`config.mk`:
```
export PLATFORM = sky130hd
export DESIGN_NAME = instruction_encoder_flat
export DESIGN_NICKNAME = d
export VERILOG_FILES = /design/src/rtl/instruction_encoder_if.sv /design/src/rtl/instruction_encoder.sv /design/src/flat_wrapper.sv
export SDC_FILE = /design/constraint.sdc
export NUM_CORES = 1
export LEC_CHECK = 0
export CAP_MARGIN = 20
export CORE_ASPECT_RATIO = 1.4
export CORE_MARGIN = 3
export CORE_UTILIZATION = 48
export CTS_CLUSTER_DIAMETER = 30
export DETAILED_ROUTE_END_ITERATION = 8
export PLACE_DENSITY = 0.8
export SKIP_CTS_REPAIR_TIMING = 1
export SLEW_MARGIN = 20
export SYNTH_ARGS = -nofsm -noshare
export SYNTH_HDL_FRONTEND = slang
export SYNTH_SLANG_ARGS = --single-unit
```
`constraint.sdc`:
```
create_clock -name clk -period 2.9 [get_ports clk]
set_input_delay 0.435 -clock clk [delete_from_list [all_inputs] [get_ports clk]]
set_output_delay 0.435 -clock clk [all_outputs]
set_load 0.05 [all_outputs]
```
`src/rtl/instruction_encoder_if.sv`:
```
// Request/response bundle for the MIPS instruction encoder.
// master drives requests and consumes words; slave is the encoder.
interface instruction_encoder_if;
    logic        flush;
    logic        in_valid;
    logic        in_ready;
    logic [4:0]  in_kind;
    logic [4:0]  in_rs;
    logic [4:0]  in_rt;
    logic [4:0]  in_rd;
    logic [4:0]  in_shamt;
    logic [5:0]  in_funct;
    logic [25:0] in_imm;
    logic        out_valid;
    logic        out_ready;
    logic [31:0] out_word;
    logic        out_err;
    logic [15:0] encoded_count;
    logic [7:0]  error_count;

    modport master (
        output flush, in_valid, in_kind, in_rs, in_rt, in_rd,
        output in_shamt, in_funct, in_imm, out_ready,
        input  in_ready, out_valid, out_word, out_err,
        input  encoded_count, error_count
    );

    modport slave (
        input  flush, in_valid, in_kind, in_rs, in_rt, in_rd,
        input  in_shamt, in_funct, in_imm, out_ready,
        output in_ready, out_valid, out_word, out_err,
        output encoded_count, error_count
    );
endinterface

```
`src/rtl/instruction_encoder.sv`:
```
// Buffered MIPS instruction encoder: field requests in, packed words out.
// Encoding is combinational ahead of a small circular output FIFO.
module instruction_encoder #(
    parameter int DEPTH = 4
) (
    input logic                  clk,
    input logic                  reset,
    instruction_encoder_if.slave bus
);
    localparam int AW = $clog2(DEPTH);
    localparam logic [AW-1:0] A_ONE = 1;
    localparam logic [AW:0]   C_ONE = 1;
    localparam logic [AW:0]   FULL  = (AW+1)'(DEPTH);

    logic [5:0]  w_op;
    logic        w_rsv;
    logic [4:0]  w_rs;
    logic [4:0]  w_rt;
    logic [31:0] w_word;
    logic        w_push;
    logic        w_pop;

    logic [32:0]   r_mem [DEPTH];
    logic [AW-1:0] r_wptr;
    logic [AW-1:0] r_rptr;
    logic [AW:0]   r_count;
    logic [15:0]   r_enc_cnt;
    logic [7:0]    r_err_cnt;

    // Map kind to opcode, apply forced fields and pack the word.
    always_comb begin
        w_op   = 6'h00;
        w_rsv  = 1'b0;
        w_rs   = bus.in_rs;
        w_rt   = bus.in_rt;
        w_word = 32'h0;
        case (bus.in_kind)
            5'd0:    w_op = 6'h02;
            5'd1:    w_op = 6'h03;
            5'd2:    w_op = 6'h04;
            5'd3:    w_op = 6'h05;
            5'd4:    w_op = 6'h06;
            5'd5:    w_op = 6'h07;
            5'd6:    w_op = 6'h08;
            5'd7:    w_op = 6'h09;
            5'd8:    w_op = 6'h0A;
            5'd9:    w_op = 6'h0B;
            5'd10:   w_op = 6'h0C;
            5'd11:   w_op = 6'h0D;
            5'd12:   w_op = 6'h0E;
            5'd13:   w_op = 6'h0F;
            5'd14:   w_op = 6'h20;
            5'd15:   w_op = 6'h21;
            5'd16:   w_op = 6'h23;
            5'd17:   w_op = 6'h2B;
            5'd18:   w_op = 6'h00;
            default: w_rsv = 1'b1;
        endcase
        if (bus.in_kind == 5'd4 || bus.in_kind == 5'd5)
            w_rt = 5'd0;
        if (bus.in_kind == 5'd13)
            w_rs = 5'd0;
        if (w_rsv)
            w_word = 32'h0;
        else if (bus.in_kind <= 5'd1)
            w_word = {w_op, bus.in_imm};
        else if (bus.in_kind == 5'd18)
            w_word = {6'h00, bus.in_rs, bus.in_rt, bus.in_rd,
                      bus.in_shamt, bus.in_funct};
        else
            w_word = {w_op, w_rs, w_rt, bus.in_imm[15:0]};
    end

    assign w_push = bus.in_valid & bus.in_ready;
    assign w_pop  = bus.out_valid & bus.out_ready;

    // FIFO storage, pointers and occupancy; flush empties it.
    always_ff @(posedge clk) begin
        if (reset) begin
            for (int i = 0; i < DEPTH; i++)
                r_mem[i] <= '0;
            r_wptr  <= '0;
            r_rptr  <= '0;
            r_count <= '0;
        end else if (bus.flush) begin
            r_wptr  <= '0;
            r_rptr  <= '0;
            r_count <= '0;
        end else begin
            if (w_push) begin
                r_mem[r_wptr] <= {w_rsv, w_word};
                r_wptr        <= r_wptr + A_ONE;
            end
            if (w_pop)
                r_rptr <= r_rptr + A_ONE;
            case ({w_push, w_pop})
                2'b10:   r_count <= r_count + C_ONE;
                2'b01:   r_count <= r_count - C_ONE;
                default: r_count <= r_count;
            endcase
        end
    end

    // Encoded count wraps; error count saturates; flush has no effect.
    always_ff @(posedge clk) begin
        if (reset) begin
            r_enc_cnt <= '0;
            r_err_cnt <= '0;
        end else if (w_push) begin
            if (!w_rsv)
                r_enc_cnt <= r_enc_cnt + 16'd1;
            else if (r_err_cnt != 8'hFF)
                r_err_cnt <= r_err_cnt + 8'd1;
        end
    end

    assign bus.in_ready      = (r_count != FULL);
    assign bus.out_valid     = (r_count != '0);
    assign bus.out_err       = r_mem[r_rptr][32];
    assign bus.out_word      = r_mem[r_rptr][31:0];
    assign bus.encoded_count = r_enc_cnt;
    assign bus.error_count   = r_err_cnt;
endmodule
```
`src/flat_wrapper.sv`:
```
// flat-port wrapper written by rule: the top's interface ports become plain ports
module instruction_encoder_flat 
#(
    parameter int DEPTH = 4
)
  (clk, reset, bus_flush, bus_in_valid, bus_in_kind, bus_in_rs, bus_in_rt, bus_in_rd, bus_in_shamt, bus_in_funct, bus_in_imm, bus_out_ready, bus_in_ready, bus_out_valid, bus_out_word, bus_out_err, bus_encoded_count, bus_error_count);
  instruction_encoder_if bus_i ();
  input logic clk;
  input logic reset;
  input wire logic [$bits(bus_i.flush)-1:0] bus_flush;
  input wire logic [$bits(bus_i.in_valid)-1:0] bus_in_valid;
  input wire logic [$bits(bus_i.in_kind)-1:0] bus_in_kind;
  input wire logic [$bits(bus_i.in_rs)-1:0] bus_in_rs;
  input wire logic [$bits(bus_i.in_rt)-1:0] bus_in_rt;
  input wire logic [$bits(bus_i.in_rd)-1:0] bus_in_rd;
  input wire logic [$bits(bus_i.in_shamt)-1:0] bus_in_shamt;
  input wire logic [$bits(bus_i.in_funct)-1:0] bus_in_funct;
  input wire logic [$bits(bus_i.in_imm)-1:0] bus_in_imm;
  input wire logic [$bits(bus_i.out_ready)-1:0] bus_out_ready;
  output wire logic [$bits(bus_i.in_ready)-1:0] bus_in_ready;
  output wire logic [$bits(bus_i.out_valid)-1:0] bus_out_valid;
  output wire logic [$bits(bus_i.out_word)-1:0] bus_out_word;
  output wire logic [$bits(bus_i.out_err)-1:0] bus_out_err;
  output wire logic [$bits(bus_i.encoded_count)-1:0] bus_encoded_count;
  output wire logic [$bits(bus_i.error_count)-1:0] bus_error_count;
  assign bus_i.flush = bus_flush;
  assign bus_i.in_valid = bus_in_valid;
  assign bus_i.in_kind = bus_in_kind;
  assign bus_i.in_rs = bus_in_rs;
  assign bus_i.in_rt = bus_in_rt;
  assign bus_i.in_rd = bus_in_rd;
  assign bus_i.in_shamt = bus_in_shamt;
  assign bus_i.in_funct = bus_in_funct;
  assign bus_i.in_imm = bus_in_imm;
  assign bus_i.out_ready = bus_out_ready;
  assign bus_in_ready = bus_i.in_ready;
  assign bus_out_valid = bus_i.out_valid;
  assign bus_out_word = bus_i.out_word;
  assign bus_out_err = bus_i.out_err;
  assign bus_encoded_count = bus_i.encoded_count;
  assign bus_error_count = bus_i.error_count;
  instruction_encoder #(.DEPTH(DEPTH)) u_core (.clk(clk), .reset(reset), .bus(bus_i));
endmodule
```
==> metrics.cfg <==
[logic_synthesis]
synth_area_leaders = edfxtp_1, mux4_2, dfxtp_1
synth-main-ff-cell = edfxtp_1
synthCells = 607
synth_most_common_cell = edfxtp_1
synthArstFlopShare = 0
synth_seq_cells = 161
synth_top_area_share = 0.518
ys_seq_area_frac = 0.607
synth_top_area_cell = edfxtp_1
postSynthAreaPerCell_um2 = 12.2
yosys-top-cells-count = edfxtp_1, nor2_1, inv_1
ys.warnings.count = 0
synth_nets = 673
synth_cell_type_count = 50
syn_area_um2 = 7420
synth_edf_count = 128

[worst_hold_path]
worst_hold_path.num_cells = 2
hp-class = reg -> reg
min_from = u_core.bus.encoded_count[11]
min_to = u_core.bus.encoded_count[11]

[routing]
antenna_left = 0
drt_first_pass_iters = 5
drc = 0
vias = 5391
wire_per_inst_um = 19.1
vias_per_cell = 5.76
drt_iter0_markers = 406
routed_wl_mm = 17.9

[clock_network]
cts_buffer_depth = 2
insertion_delay_ps = 420
path_clk_slew_ps = 70
htree_num_levels = 4
cts_tree = yes
cts_root_buffer = clkbuf_16
cts.sinks = 161
cts_buffers = 17

[final_layout]
fillers = 1063
final_util = 0.651
nNetsFinal = 797
layout-drive-gt1-share = 0.172
antenna_cells = 0
area_growth_pct = 32.1
fin_area_um2 = 9800

[worst_setup_path]
startpoint = u_core.r_count[2]
reg2reg_depth = 9
reg2reg_to = u_core.r_count[2]
worstSetupPathType = reg -> out
cp.required_ps = 2470
ff2ff_setup_slack_ps = 280
rr_startpoint = u_core.r_count[2]
startpoint_type = register
cp.arrival_ps = 2260
cp-end-kind = output pin
worstPathMaxFanout = 6

[global_routing]
grt_max_degree = 33
groute.usage.overall = 0.214
globalRouteOverflowTotal = 0
grt_pass1_wl_mm = 28.5
antenna_found_initial = 0
grt_pass1_vias = 5679

[timing]
min_period_ps = 2700
layout_setup_ws_ps = 202
drv_slew = 0
worstMarginPinSlew_ps = 1010
setup_viol = 0
rsz0062_at_grt = no
slew_headroom = 0.321
fin_crit_sh = 0.930
fin_skew_ps = 12.3
max_freq_mhz = 371
hold_viol_final = 0
setup_tns_ps = 0

[die]
die-width_um = 111
num_rows = 53
pin_count = 121
dieArea_um2 = 17000
coreArea_um2 = 15100
initial_utilization = 0.493
die_h_um = 153

[placed_design]
placed_area_um2 = 9260
io_buffers = 119
gp_congestion = 0.781
place_ws_ps = 99.1
hpwl_mm = 11.7

[pwr]
power_density_nw_per_um2 = 534
p_leak_nw = 3.57
vdd_drop_max_v = 0.000440

[flow_run]
drv_cap = 0

[status]
outcome = completed

==> cell type report <==
class / instances / area, um2 / share of cell area
flip-flops and latches: 161 / 4510 / 0.460
multi-input cells: 376 / 2660 / 0.271
repair buffers: 141 / 1730 / 0.176
clock buffers: 18 / 429 / 0.0438
well taps: 192 / 240 / 0.0245
inverters: 34 / 128 / 0.0130
clock inverters: 14 / 109 / 0.0111
==> report_power, final <==
group / total [mW] / internal (mW) / switching, mW
registers: 2.61 / 2.58 / 0.0300
logic: 0.606 / 0.279 / 0.326
clock network: 2.02 / 1.10 / 0.921
==> critical path, cell delays in order (launching register included) <==
cell             delay [ps]
dfxtp_1                 380
nor3b_2                 470
inv_1                   220
clkdlybuf4s50_1         770
==> worst max path at each step <==
stage	end	slack, ps	cells past startpoint
floorplan	u_core.r_mem[0][0]	250	6
global placement	u_core.bus.error_count[5]	220	4
detailed placement	u_core.bus.error_count[5]	100	4
CTS	bus_in_ready	200	3
global route	u_core.r_count[2]	60	9
finish	bus_in_ready	200	3
==> metal layers <==
metal	GRT usage	vias to the layer above	routed length, um
met5	0	-	0
met2	0.401	168	10100
met3	0.0507	22	989
met4	0.0649	0	249
li1	-	2491	-
met1	0.239	2710	6590
==> sequential cells by signal, indices dropped and copies added (netlist names), named ones only <==
register,count
u_core.r_rptr,2
u_core.bus.encoded_count,16
u_core.bus.error_count,8
u_core.r_wptr,2
u_core.r_mem,128
u_core.r_count,3
==> placed cells by master (no fill, tap or decap), drive strengths merged, types with 2 or more instances in the layout <==
| cell | synthesis | final |
|---|---|---|
| nand3 | 18 | 18 |
| or2 | 2 | 2 |
| nor2b | 9 | 9 |
| inv | 34 | 37 |
| edfxtp | 128 | 128 |
| nor4 | 3 | 3 |
| nand2 | 17 | 17 |
| a21boi | 16 | 16 |
| nand4 | 3 | 3 |
| ha | 3 | 3 |
| dfxtp | 33 | 33 |
| and3b | 5 | 5 |
| clkbuf | 24 | 18 |
| nand2b | 6 | 6 |
| o41ai | 3 | 3 |
| o31ai | 7 | 7 |
| or4 | 8 | 8 |
| clkinv | 0 | 4 |
| and3 | 18 | 18 |
| nor3 | 2 | 2 |
| nor2 | 117 | 117 |
| clkdlybuf4s50 | 0 | 87 |
| clkinvlp | 0 | 7 |
| o211ai | 2 | 2 |
| xor2 | 8 | 8 |
| o21ai | 35 | 35 |
| a21oi | 24 | 24 |
| mux4 | 32 | 32 |
| or3 | 14 | 14 |
| a211o | 3 | 3 |
| buf | 12 | 54 |
| a22oi | 5 | 5 |
==> cell families (layout without fill, tap and decap cells) <==
logic type / after synthesis / in the layout / synth area share
compound gates: 101 / 101 / 0.0880
xor+xnor: 9 / 9 / 0.0106
fa+ha+maj: 4 / 4 / 0.00776
mux: 34 / 34 / 0.100
simple gates: 227 / 227 / 0.148
other cells: 1 / 1 / 0.000505
buf+inv: 70 / 207 / 0.0378
flops: 161 / 161 / 0.607
==> per-stage QoR <==
stage	power [mW]	hold slack [ps]	cells
2_1_floorplan	2.95	474	607
3_3_place_gp	3.24	479	904
3_5_place_dp	3.26	493	904
4_1_cts	5.26	508	936
5_1_grt	5.39	547	936
6_report	5.23	509	936
(Power assumes the default switching activity.)
==> RTL edit (config.mk and constraints unchanged) <==
Make the reset (`reset`) asynchronous in 2 clocked blocks.
--- a/src/rtl/instruction_encoder.sv
+++ b/src/rtl/instruction_encoder.sv
@@ -76,5 +76,5 @@
 
     // FIFO storage, pointers and occupancy; flush empties it.
-    always_ff @(posedge clk) begin
+    always_ff @(posedge clk or posedge reset) begin
         if (reset) begin
             for (int i = 0; i < DEPTH; i++)
@@ -103,5 +103,5 @@
 
     // Encoded count wraps; error count saturates; flush has no effect.
-    always_ff @(posedge clk) begin
+    always_ff @(posedge clk or posedge reset) begin
         if (reset) begin
             r_enc_cnt <= '0;
Check against the original RTL: differs if reset is asserted again (counterexample within 4 cycles, from zero or initial values and one cycle with reset high); with reset held inactive, the same outputs for 4 cycles.
==> RTL edit against the unedited design <==
Cell area shrank 3.4%. Setup slack lost 0.032 ns. Global-route usage up 1.5 points. Cell count increased by 2.6%. Sequential cell count is 2 lower. Synthesized area up 0.37%. Routed wire length rose by 6.7%. Highest routed layer unchanged.
Power is not compared: it rests on default switching activity, and its combinational part moved more than twofold at a synthesized area within 25%.
==> RTL edit: results (changes against the unedited design) <==
[run_status]
status=finished clean  ; unchanged

[timing]
holdWs_ns=0.434  ; was 0.509 ns
clock_skew_ns=0.00866  ; was 0.0123 ns
worst_slew_pin_slew_ns=0.881  ; was 1.01 ns
setup_ws_ns=0.171  ; was 0.202 ns

[critical_path]
worst_path_largest_cell_delay_ns=0.71  ; was 0.77 ns
r2r_cells=8  ; was 9
r2r_slack_ns=0.52  ; was 0.28 ns
reg2reg_from=u_core.r_count[2]$_DFFE_PP0P_  ; was u_core.r_count[2]$_SDFFE_PP0P_
crit_start=u_core.r_rptr[0]$_DFFE_PP0P_  ; was u_core.r_count[2]$_SDFFE_PP0P_
endpoint=bus_out_word[13]  ; was bus_in_ready
critPathMaxFanout=14  ; was 6
arrival_ns=2.29  ; was 2.26 ns
r2r_end=u_core.r_count[2]$_DFFE_PP0P_  ; was u_core.r_count[2]$_SDFFE_PP0P_

[global_routing]
use_met3_pct=4.67  ; was 5.07%
grt.met2_usage_pct=40.9  ; was 40.1%
grt_pass1_wl_mm=31.3  ; was 28.5 mm
grt_max_degree=41  ; was 33
track_usage_pct=22.9  ; was 21.4%
grt_pass1_vias=6026  ; was 5679
gr-usage-met1_pct=27.1  ; was 23.9%

[synth]
synth.distinct_cells=47  ; was 50
synth_area_leaders=dfrtp_1 (53%), mux4_2 (9.7%), mux2_2 (6.5%), o21ai_0 (5.9%), nand2_1 (5.6%)  ; was edfxtp_1 (52%), mux4_2 (9.7%), dfxtp_1 (8.9%), nor2_1 (5.9%), inv_1 (1.7%)
synth.top_cells.by_count=dfrtp_1 (159), nand2_1 (111), o21ai_0 (88)  ; was edfxtp_1 (128), nor2_1 (117), inv_1 (34)
syn_nets=706  ; was 673
async_reset_ff_share_pct=100  ; was 0%
syn-mean-instance-area_um2=11.7  ; was 12.2 µm²
ys_seq_area_share_pct=53.4  ; was 60.7%

[route]
avgRoutedWirePerCell_um=19.9  ; was 19.1 µm
num_vias=5606  ; was 5391
wl_met1_mm=7.08  ; was 6.59 mm
firstDrtPassIters=5  ; unchanged
wl_met2_mm=10.4  ; was 10.1 mm
dr.first_iter.drc_count=304  ; was 406
dr_wl_met3_mm=1.06  ; was 989 µm

[cells_and_area]
layout.nets=824  ; was 797
fillers=1182  ; was 1063
drive_gt1_share_pct=21.4  ; was 17.2%
layout_commonest_cell=dfrtp_1  ; was edfxtp_1
num_antenna_cells=0  ; unchanged
fin_cells=960  ; was 936

[placed_design]
place_ws_ns=0.156  ; was 0.0991 ns
postPlaceCellArea_um2=8820  ; was 9260 µm²
dp_hpwl_mm=13.1  ; was 11.7 mm
place_inst=928  ; was 904
gp_congestion=0.778  ; was 0.781

[hold_path]
holdCritPathClass=in2async  ; was reg2reg

==> RTL edit: cells by family (layout without fill, tap and decap cells) <==
kind of cell / count (synthesis) / after routing / synth area share, %
other: 1 / 1 / 0.0504
multiplexers: 93 / 93 / 18.9
adder cells (fa/ha/maj): 7 / 7 / 1.28
buffers and inverters: 47 / 178 / 3.01
XOR/XNOR: 25 / 25 / 2.94
AND/OR/NAND/NOR: 190 / 190 / 12.1
flip-flops: 159 / 159 / 53.4
AO/OA/AOI/OAI: 115 / 115 / 8.30
==> RTL edit: cell type report <==
| cell class | count | area, µm² | share of cell area, % |
|---|---|---|---|
| Sequential cell | 159 | 3980 | 42.1 |
| Multi-Input combinational cell | 431 | 3240 | 34.3 |
| Timing Repair Buffer | 141 | 1340 | 14.2 |
| Clock buffer | 20 | 447 | 4.72 |
| Tap cell | 192 | 240 | 2.54 |
| Clock inverter | 12 | 184 | 1.94 |
| Inverter | 5 | 22.5 | 0.238 |
